===== src/rtl/pc_ctrl_pkg.sv =====
// Shared types and constants for the fetch sequencer.
package pc_ctrl_pkg;

  typedef enum logic {
    FETCH = 1'b0,
    HOLD  = 1'b1
  } fetch_state_e;

  localparam logic [31:0] WORD_BYTES       = 32'd4;
  localparam logic [31:0] DEFAULT_RESET_PC = 32'h0000_0000;

endpackage


===== src/rtl/pc_next_sel.sv =====
// Combinational next-PC select: jr (when PC_JR_EN) > jump > taken branch > pc+4.
module pc_next_sel
  import pc_ctrl_pkg::*;
(
  input  logic [31:0] instr_pc,
  input  logic        branch,
  input  logic        zero,
  input  logic [31:0] branch_offset,
  input  logic        jump,
  input  logic [25:0] jump_index,
`ifdef PC_JR_EN
  input  logic        jr,
  input  logic [31:0] jr_addr,
`endif
  output logic [31:0] next_pc
);

  logic [31:0] pc4;
  logic [31:0] br_target;
  logic [31:0] j_target;

  // Offsets are word counts; all sums wrap modulo 2^32.
  assign pc4       = instr_pc + WORD_BYTES;
  assign br_target = pc4 + {branch_offset[29:0], 2'b00};
  assign j_target  = {pc4[31:28], jump_index, 2'b00};

  always_comb begin
    next_pc = pc4;
`ifdef PC_JR_EN
    if (jr)
      next_pc = jr_addr & 32'hFFFF_FFFC;
    else if (jump)
      next_pc = j_target;
    else if (branch && zero)
      next_pc = br_target;
`else
    if (jump)
      next_pc = j_target;
    else if (branch && zero)
      next_pc = br_target;
`endif
  end

endmodule


===== src/rtl/pc_fetch_ctrl.sv =====
// Fetch sequencer: owns the PC, runs the imem handshake and holds each instruction until consumed.
// Optional register-indirect jump (jr/jr_addr ports) is enabled by defining PC_JR_EN.
module pc_fetch_ctrl
  import pc_ctrl_pkg::*;
#(
  parameter logic [31:0] RESET_PC = DEFAULT_RESET_PC
) (
  input  logic        clk,
  input  logic        reset,
  output logic        imem_req,
  output logic [31:0] imem_addr,
  input  logic        imem_ready,
  input  logic [31:0] imem_rdata,
  output logic        instr_valid,
  output logic [31:0] instr,
  output logic [31:0] instr_pc,
  input  logic        stall,
  input  logic        branch,
  input  logic        zero,
  input  logic [31:0] branch_offset,
  input  logic        jump,
  input  logic [25:0] jump_index,
`ifdef PC_JR_EN
  input  logic        jr,
  input  logic [31:0] jr_addr,
`endif
  output logic [31:0] pc,
  output logic [31:0] fetch_count
);

  fetch_state_e state_q, state_d;
  logic [31:0]  pc_q, pc_d;
  logic [31:0]  instr_q, instr_d;
  logic [31:0]  instr_pc_q, instr_pc_d;
  logic [31:0]  fetch_count_q, fetch_count_d;
  logic [31:0]  next_pc;
  logic         consume;

  pc_next_sel u_next_sel (
    .instr_pc      (instr_pc_q),
    .branch        (branch),
    .zero          (zero),
    .branch_offset (branch_offset),
    .jump          (jump),
    .jump_index    (jump_index),
`ifdef PC_JR_EN
    .jr            (jr),
    .jr_addr       (jr_addr),
`endif
    .next_pc       (next_pc)
  );

  assign consume = (state_q == HOLD) && !stall;

  always_ff @(posedge clk or posedge reset) begin
    if (reset) begin
      state_q       <= FETCH;
      pc_q          <= RESET_PC;
      instr_q       <= 32'h0;
      instr_pc_q    <= 32'h0;
      fetch_count_q <= 32'h0;
    end else begin
      state_q       <= state_d;
      pc_q          <= pc_d;
      instr_q       <= instr_d;
      instr_pc_q    <= instr_pc_d;
      fetch_count_q <= fetch_count_d;
    end
  end

  always_comb begin
    state_d       = state_q;
    pc_d          = pc_q;
    instr_d       = instr_q;
    instr_pc_d    = instr_pc_q;
    fetch_count_d = fetch_count_q;
    unique case (state_q)
      FETCH: begin
        if (imem_ready) begin
          instr_d    = imem_rdata;
          instr_pc_d = pc_q;
          state_d    = HOLD;
        end
      end
      HOLD: begin
        if (consume) begin
          pc_d          = next_pc;
          fetch_count_d = fetch_count_q + 32'd1;
          state_d       = FETCH;
        end
      end
      default: state_d = FETCH;
    endcase
  end

  // Request is masked during reset so an in-flight access is visibly abandoned.
  assign imem_req    = (state_q == FETCH) && !reset;
  assign imem_addr   = pc_q;
  assign instr_valid = (state_q == HOLD);
  assign instr       = instr_q;
  assign instr_pc    = instr_pc_q;
  assign pc          = pc_q;
  assign fetch_count = fetch_count_q;

endmodule


===== config.mk =====
export PLATFORM = sky130hd
export DESIGN_NAME = pc_fetch_ctrl
export DESIGN_NICKNAME = d
export VERILOG_FILES = /design/src/rtl/pc_ctrl_pkg.sv /design/src/rtl/pc_next_sel.sv /design/src/rtl/pc_fetch_ctrl.sv
export SDC_FILE = /design/constraint.sdc
export NUM_CORES = 1
export LEC_CHECK = 0
export BUFFER_PORTS_ARGS = -buffer_cell sky130_fd_sc_hd__buf_2
export CAP_MARGIN = 10
export CORE_MARGIN = 10
export CORE_UTILIZATION = 45
export DETAILED_ROUTE_END_ITERATION = 12
export HOLD_SLACK_MARGIN = 0.08
export MAX_ROUTING_LAYER = met4
export PLACE_DENSITY = 0.81
export SLEW_MARGIN = 20
export SYNTH_ARGS = -nofsm -noshare
export SYNTH_HDL_FRONTEND = slang
export SYNTH_SLANG_ARGS = --single-unit

===== constraint.sdc =====
create_clock -name clk -period 8.5 [get_ports clk]
set_clock_uncertainty 0.2 [all_clocks]
set_input_delay 1.7 -clock clk [delete_from_list [all_inputs] [get_ports clk]]
set_output_delay 1.7 -clock clk [all_outputs]
set_load 0.005 [all_outputs]

==> results.md, run 1 <==
- The run finished with clean final reports.
- The first global-routing pass estimated about 37000 um of wire.
- The starting density of the core is 46.02%.
- Setup violations remaining at the end of the flow were counted as 0.
- The global-route usage over all layers is around a fifth.
- The detailed placer's ending HPWL is ~19000 um.
- Relative to the synthesized area, the layout overhead comes to 25.00%.
- The critical path start-end classification is register to register.
- After synthesis the netlist holds a flip-flop and latch count of 129.
- The setup slack after placement is 3.745 ns.
- At the end of routability-driven placement, the weighted congestion stood at just over 0.9.
- The maximum net fanout on the critical path is 7.
- The count of endpoints failing hold in the final timing report is 0.
- The number of standard cells in the final layout excluding fillers is 1220.
- The post-synthesis net count is 901.
- The placeable core area is around 17000 um^2.
- The final-report max-slew violation count came to 0.
- The combined area of all synthesized cells is 7659 um^2.
- STA classifies the critical path startpoint as a register.
- The clock reaches the later pin of the worst-skew pair after roughly 0.40 ns.
- The floorplan die area is 22640 um^2.
- After layout, the worst setup slack is 4.029 ns.
- Row generation in the floorplan step produced 47 rows.
- The top-area cell type share of the netlist area is 42.15%.
- In the finished design, the share of the clock period the worst path needs comes to between 50 and 60%.
- The layout cell share with drive strength beyond 1 is 36.37%.
- For the worst setup path, the data required time is 8.59 ns.
- The total number of yosys warnings is 0.
- The top-level port count is 259.
- The power density over cell area is between 300 and 400 nW/um^2.
- In the final routed layout, each cell accounts on average for ~20 um.
- The number of unique standard cell types used by synthesis is 52.
- The smallest clock period supported by the final layout is computed as 4.471 ns.
- The capturing element type of the critical path is a register.
- The number of post-CTS setup repair buffers is 0.
- The final antenna-violating net count is 0.
- The top cell types in the final layout, fill and taps aside, are sky130_fd_sc_hd__buf_2 (256), sky130_fd_sc_hd__dfrtp_1 (129), sky130_fd_sc_hd__nand2_1 (71).
- The maximum level of the CTS H-tree is 4.
- In this run, the number of DRC markers left after iteration 0 of detailed routing was 439.
- The average instance in the mapped netlist occupies between 10 and 15 um^2.
- The port buffer count is 256.
- Counting flops with an async set or reset pin after synthesis yields a share of 100.0%.
- The design draws 3.135 mW.
- TritonCTS built the clock tree.
- The number of sinks on the clock net is between 100 and 150.
- The setup TNS after final layout is 0 ns.
- Measured along the x axis, the die boundary spans 150.5 um.
- The number of global-route vias before repair is 6615.
- The root buffer selected by CTS is sky130_fd_sc_hd__clkbuf_16.
- At the pin with the least slew margin, the transition time is 0.9764 ns.
- The leakage power figure is between 4 and 5 nW.
- STA puts the critical path data arrival time at 4.56 ns.
- The via-per-instance ratio is 5.467.
- The commonest register cell after synthesis is sky130_fd_sc_hd__dfrtp_1.
- Headroom to the max-slew limit came out at 34.91%.
- By area the synthesized netlist is led by sky130_fd_sc_hd__dfrtp_1 (42%), sky130_fd_sc_hd__mux2_2 (9.0%), sky130_fd_sc_hd__xnor2_1 (6.6%), sky130_fd_sc_hd__ha_1 (6.2%), sky130_fd_sc_hd__nand2_1 (3.5%).
- sky130_fd_sc_hd__dfrtp_1 takes more of the synthesized area than any other cell.
- In the routed design, unresolved DRC markers number 0.
- Wires add up to 23970 um.
- No sink is reached through more buffers than the 2 on the longest clock path.
- The total iterations of the first detailed-routing run is 5.
- The clock buffer count from CTS is 17.
- The quantity of gates resized following cts is 0.
- The kind of path behind the tightest hold check is register to register.
- The utilization of the core after routing is 57.52%.
- The sum of overflow across all layers after global routing is 0.
- The max-capacitance violation count is 0.
- The gate count of the mapped netlist is 765.
- The most common cell after layout, fill and taps aside is sky130_fd_sc_hd__buf_2.
- The part of the Yosys area used for sequential elements is 42.15%.
- The pin count of the biggest net entering global routing is 78.
- The clock slew seen by the registers of the worst setup and hold paths is around 0.060 ns.
- The count of flip-flops with a built-in enable after synthesis is 0.
- The final layout net count is roughly 1100.
- The worst reg-to-reg setup slack is a little over 4 ns.
- The number of hold buffers added after CTS was 0.
- The number of antenna violations at the first check in global routing was 2.
- The post-placement cell count is 1186.
- IR analysis of the VDD net gives a maximum drop of 0.0001306 V.
- Based on the critical path, the design can be clocked at up to ~220 MHz.
- Setup repair after global routing left no endpoint under its margin.
- The die is 150.5 um tall.
- The detailed router placed 6670 vias in this run.
synthesized netlist by cell type (10+ instances only):
library cell	count
sky130_fd_sc_hd__dfrtp_1	129
sky130_fd_sc_hd__nand2_1	71
sky130_fd_sc_hd__mux2_2	61
sky130_fd_sc_hd__xnor2_1	58
sky130_fd_sc_hd__nor2_1	44
sky130_fd_sc_hd__o21ai_0	43
sky130_fd_sc_hd__ha_1	38
sky130_fd_sc_hd__a21oi_1	37
sky130_fd_sc_hd__buf_4	32
sky130_fd_sc_hd__nand3_1	32
sky130_fd_sc_hd__xor2_1	26
sky130_fd_sc_hd__clkbuf_1	23
sky130_fd_sc_hd__nand4_1	22
sky130_fd_sc_hd__a21o_1	18
sky130_fd_sc_hd__and3_1	14
sky130_fd_sc_hd__o22ai_1	12
sky130_fd_sc_hd__a221oi_1	10
cell families after synthesis:
group	synth area share [%]
AOI/OAI and AO/OA	13.79
DFF	42.15
buffers and inverters	4.950
adders and majority gates	6.470
xor gates and xnor gates	9.606
and+or+nand+nor	13.74
muxes	9.296
sequential cells by signal, indices dropped and copies added, names as in the netlist:
name,count
instr_pc,32
instr,32
instr_valid,1
fetch_count,32
imem_addr,32
path summary, 6_finish.rpt:
path                                 start               to  cells past startpoint
setup / recovery               instr_pc[4]    imem_addr[31]                     13
hold / removal             fetch_count[31]  fetch_count[31]                      1
setup reg to reg               instr_pc[4]    imem_addr[31]                     13
hold reg to reg            fetch_count[31]  fetch_count[31]                      1
max in group asynchronous            reset      instr_valid                      3
min in group asynchronous            reset        instr[26]                      2
power breakdown:
part	internal, mW	total [mW]	switching [mW]
clock network	0.516	0.789	0.273
logic	0.632	1.37	0.735
registers	0.780	0.978	0.198
layer usage:
metal / global-route usage, % / share of wire, % / vias up
li1: - / - / 3185
met1: 25.98 / 41 / 3167
met2: 33.40 / 47 / 269
met3: 4.352 / 8.0 / 49
met4: 8.115 / 3.2 / 0
met5: - / 0 / -
area by class of cell:
type	count	area, um^2
clock inverters	12	178.9
clock buffers	20	466.7
repair buffers	261	1319
multi-input cells	567	4064
inverters	9	36.28
well taps	220	275.3
fillers	1461	7069
diodes	2	5.005
flip-flops and latches	129	3228
through the flow:
stage          hold WS, ns  area [um^2]
2_1_floorplan       0.2647         7659
3_3_place_gp        0.2529         8922
3_5_place_dp        0.2675         8922
4_1_cts             0.2784         9568
5_1_grt             0.3040         9573
6_report            0.2844         9573
critical path, cell delays in order, from the launching register on:
cell and delay [ns]:
sky130_fd_sc_hd__dfrtp_1 0.44, sky130_fd_sc_hd__and4_1 0.30, sky130_fd_sc_hd__nand4_1 0.24, sky130_fd_sc_hd__nor2_1 0.34, sky130_fd_sc_hd__and4_1 0.26, sky130_fd_sc_hd__xor2_1 0.38, sky130_fd_sc_hd__ha_1 0.30, sky130_fd_sc_hd__and4_1 0.27
sky130_fd_sc_hd__nand2b_1 0.07, sky130_fd_sc_hd__o41ai_1 0.71, sky130_fd_sc_hd__o21ai_0 0.27, sky130_fd_sc_hd__mux2i_1 0.32, sky130_fd_sc_hd__a211o_1 0.17, sky130_fd_sc_hd__nand3_1 0.07
Power figures use the tool's default switching activity.
==> inputs of run 2 (changes only) <==
--- a/config.mk
+++ b/config.mk
@@ -5,6 +5,7 @@
 export SDC_FILE = /design/constraint.sdc
 export NUM_CORES = 1
 export LEC_CHECK = 0
+export ABC_AREA = 1
 export BUFFER_PORTS_ARGS = -buffer_cell sky130_fd_sc_hd__buf_2
 export CAP_MARGIN = 10
 export CORE_MARGIN = 10
@@ -12,7 +13,7 @@
 export DETAILED_ROUTE_END_ITERATION = 12
 export HOLD_SLACK_MARGIN = 0.08
 export MAX_ROUTING_LAYER = met4
-export PLACE_DENSITY = 0.81
+export PLACE_DENSITY = 0.79
 export SLEW_MARGIN = 20
 export SYNTH_ARGS = -nofsm -noshare
 export SYNTH_HDL_FRONTEND = slang
==> constraint.sdc (replaced) <==
create_clock -name clk -period 4.55 [get_ports clk]
set_clock_uncertainty 0.2 [all_clocks]
set_input_delay 0.91 -clock clk [delete_from_list [all_inputs] [get_ports clk]]
set_output_delay 0.91 -clock clk [all_outputs]
set_load 0.005 [all_outputs]
==> results.md, run 2 <==
- The flow ran to the end, and the final reports show no timing, DRC or antenna violations.
- The number of antenna violations at the first check in global routing is 5 (+3).
- The total area of multi-input combinational cells is 4972 um^2 (+22%).
- The part of the Yosys area used for sequential elements is 35.17% (-7.0 points).
- The final setup violation count is 0 (unchanged).
- The clock buffer count from CTS came to 17 (unchanged).
- The top achievable clock speed is 286.3 MHz (+28%).
- The wire length on met1 came to 12260 um (+23%).
- sky130_fd_sc_hd__dfrtp_1 takes more of the synthesized area than any other cell.
- The xor-xnor portion of the synthesized cell area was 5.044% (-4.6 points).
- The commonest cells after synthesis are sky130_fd_sc_hd__nand2_1 (384), sky130_fd_sc_hd__inv_1 (163), sky130_fd_sc_hd__nor2_1 (139).
- The synthesized area per cell is 7.160 um^2 (-28%).
- The number of unique standard cell types used by synthesis was 45 (-13%).
- The most common cell after layout, fill and taps aside is sky130_fd_sc_hd__nand2_1.
- The global-route usage over all layers is 21.98% (+0.91 points).
- The utilization of the core after routing was 54.97% (-2.6 points).
- The number of hold buffers added after CTS came to 0 (unchanged).
- The top routing layer in use is met4.
- The post-route worst hold slack came to 0.2487 ns (-0.03568 ns).
- Clock tree synthesis selected as its root buffer the cell sky130_fd_sc_hd__clkbuf_16.
- The number of global-route vias before repair was 8807 (+33%).
- The number of post-CTS setup repair buffers is 0 (unchanged).
- The die span in x came to 162.8 um (+8.2%).
- The starting density of the core came to 45.51% (-0.51 points).
- The critical path start-end classification is register to register.
- The floorplan die area is 26510 um^2 (+17%).
- The final layout net count is 1639 (+46%).
- The worst hold path belongs to the class input port to asynchronous set/reset pin.
- The post-synthesis simple-gate area fraction is 32.62% (+19 points).
- The flop and latch count out of synthesis is 129 (unchanged).
- The pin slew with the least headroom to its limit is 1.003 ns (+0.02657 ns).
- The via-per-instance ratio was 4.939 (-9.7%).
- The layout cell share with drive strength beyond 1 was 24.74% (-12 points).
- The combined area of all synthesized cells is 9179 um^2 (+20%).
- The post-synthesis share of cell area spent on full adders, half adders and majority gates is 5.398% (-1.1 points).
- The setup TNS after final layout is 0 ns (unchanged).
- The total via count after detailed routing is 8845 (+33%).
- The slowest stage of the critical path is the sky130_fd_sc_hd__dfrtp_1 cell.
- The most repeated cell in the gate-level netlist after synthesis is sky130_fd_sc_hd__nand2_1.
- The post-route DRC violation count is 0 (unchanged).
- The pin count of the biggest net entering global routing is 93 (+19%).
- The met3 wire length is 1753 um (-9.0%).
- The power density over cell area is 509.6 nW/um^2 (+56%).
- Traced cell by cell, the critical path runs through ha_1, nand3_1, inv_1, nand2_2, nor2_4, nand2_1, xor2_1, ha_1, a21oi_1, nand2_1, nand2_1, nand2_1, nand2_1, nand2_1, a21oi_1, nand2_1, nand3_1, nand2_1, nand2_1, nand2_1.
- The flip-flop and latch area is 3228 um^2 (unchanged).
- The layout overhead on the synthesized area is 20.79%.
- The top-area cell type share of the netlist area is 35.17% (-7.0 points).
- The element type at the critical path start is a register.
- The share of the clock period used by the worst path after layout is 76.77% (+24 points).
- The critical path's largest stage delay came to 0.43 ns (-0.28 ns).
- The gate count of the mapped netlist was 1282 (+68%).
- The data arrival time at the worst-slack endpoint is 3.58 ns (-0.98 ns).
- By area, the combinational part of the netlist is dominated by simple AND/OR/NAND/NOR gates.
- The final-report max-slew violation count is 0 (unchanged).
- The post-synthesis net count is 1418 (+57%).
- The wire length of the first global-routing pass is 45230 um (+24%).
- The DRC marker count from the first detailed-route iteration is 532 (+21%).
- The detail-routed net length per standard cell is 16.16 um (-18%).
- The total iterations of the first detailed-routing run is 5 (unchanged).
- The worst IR drop on VDD came to 0.0002840 V (+120%).
- The maximum net fanout on the critical path is 7 (unchanged).
- The clock slew seen by the registers of the worst setup and hold paths came to 0.06 ns (about the same).
- The port buffer count is 256 (unchanged).
- The count of flip-flops with a built-in enable after synthesis came to 0 (unchanged).
- The placeable core area is 20170 um^2 (+21%).
- Yosys attributes the largest share of cell area to sky130_fd_sc_hd__dfrtp_1 (35%), sky130_fd_sc_hd__nand2_1 (16%), sky130_fd_sc_hd__inv_1 (6.7%), sky130_fd_sc_hd__nor2_1 (5.7%), sky130_fd_sc_hd__ha_1 (5.2%).
- The overall routed net length is 28950 um (+21%).
- STA classifies the critical path endpoint as a register.
- The top-level port count came to 259 (unchanged).
- The detailed placer's ending HPWL is 23780 um (+26%).
- TritonCTS built the clock tree.
- The buffer depth of the longest clock path is 2 (unchanged).
- The die extent in y was 162.8 um (+8.2%).
- The required time reported for the critical path endpoint is 4.64 ns (-3.95 ns).
- The cell row count came to 52 (+11%).
- The leakage power figure is 6.155 nW (+33%).
- The count of endpoints failing hold in the final timing report came to 0 (unchanged).
- The met2 wire length was 14250 um (+26%).
- The share of synthesized area spent on multiplexers is 4.539% (-4.8 points).
- The global placement routability congestion was 0.9588 (+4.6%).
- Setup repair after global routing left no endpoint under its margin.
- In the layout the commonest cells are sky130_fd_sc_hd__nand2_1 (382), sky130_fd_sc_hd__buf_2 (256), sky130_fd_sc_hd__inv_1 (162).
- The sum of overflow across all layers after global routing is 0 (unchanged).
- The complex-gate fraction of the synthesized area is 6.461% (-7.3 points).
- Among the stages of the critical path, the cell type that occurs most often is sky130_fd_sc_hd__nand2_1.
- The async set-reset flop share out of synthesis is 100.0% (unchanged).
- The number of sinks on the clock net is 129 (unchanged).
- The latest clock arrival within the worst-skew pair is 0.40 ns (about the same).
- The maximum level of the CTS H-tree is 4 (unchanged).
- The max-capacitance violation count was 0 (unchanged).
- The final antenna-violating net count is 0 (unchanged).
- The total number of yosys warnings is 0 (unchanged).
- The count of filler cells inserted in the layout is 1937 (+33%).
- The commonest register cell after synthesis is sky130_fd_sc_hd__dfrtp_1.
- The post-route minimum period came to 3.493 ns (-0.9782 ns).
- The quantity of gates resized following cts is 0 (unchanged).
- The relative slew slack is 33.13% (-1.8 points).
-- run 2: cell families (layout without fill, tap and decap cells) --
group | Yosys count | in the layout
buffers and inverters | 229 | 463
other | 0 | 5
adders and majority gates | 39 | 39
DFF | 129 | 129
muxes | 37 | 37
and+or+nand+nor | 687 | 687
xor gates and xnor gates | 52 | 52
AOI/OAI and AO/OA | 109 | 109
-- run 2: worst paths after layout --
kind                            startpoint               to  slack [ns]  cells after the start
setup / recovery               instr_pc[3]    imem_addr[31]        1.06                     20
hold / removal                       reset        instr[18]        0.25                      2
setup reg to reg               instr_pc[3]    imem_addr[31]        1.06                     20
hold reg to reg            fetch_count[31]  fetch_count[31]        0.27                      1
max in group asynchronous            reset  fetch_count[12]        3.14                      3
min in group clk           fetch_count[31]  fetch_count[31]        0.27                      1
-- run 2: cell type report --
class / instances / area share, %
antenna: 5 / 0.1129
clock buffer: 18 / 3.961
clock inverter: 14 / 1.196
inverter: 169 / 5.756
multi-input combinational: 924 / 44.85
sequential: 129 / 29.12
tap: 270 / 3.047
timing repair buffer: 262 / 11.96
-- run 2: report_power, final --
part / total, mW / switching (mW) / internal, mW
clock: 1.31 / 0.533 / 0.774
combinational: 2.60 / 1.59 / 1.01
sequential: 1.74 / 0.322 / 1.42
-- run 2: per-layer routing --
layer	global-route usage, %	vias to the layer above
met3	4.297	39
met5	-	-
li1	-	4463
met1	26.31	4067
met4	7.336	0
met2	36.41	276
-- run 2: critical path: cells and delay by family (launching register included) --
kind	cells	cell delay, ns
and+or+nand+nor	14	1.21
adders and majority gates	2	0.60
AOI/OAI and AO/OA	2	0.50
DFF	1	0.43
xor gates and xnor gates	1	0.32
buffers and inverters	1	0.10
-- run 2: through the flow --
step / power (mW) / instances / setup WS, ns / instance area (um^2)
6_report: 5.649 / 1791 / 1.057 / 11090
5_1_grt: 6.115 / 1791 / 0.7276 / 11090
4_1_cts: 5.682 / 1786 / 1.126 / 11070
3_5_place_dp: 4.345 / 1754 / 1.155 / 10500
2_1_floorplan: 3.475 / 1282 / 1.782 / 9183
3_3_place_gp: 4.282 / 1754 / 1.213 / 10500
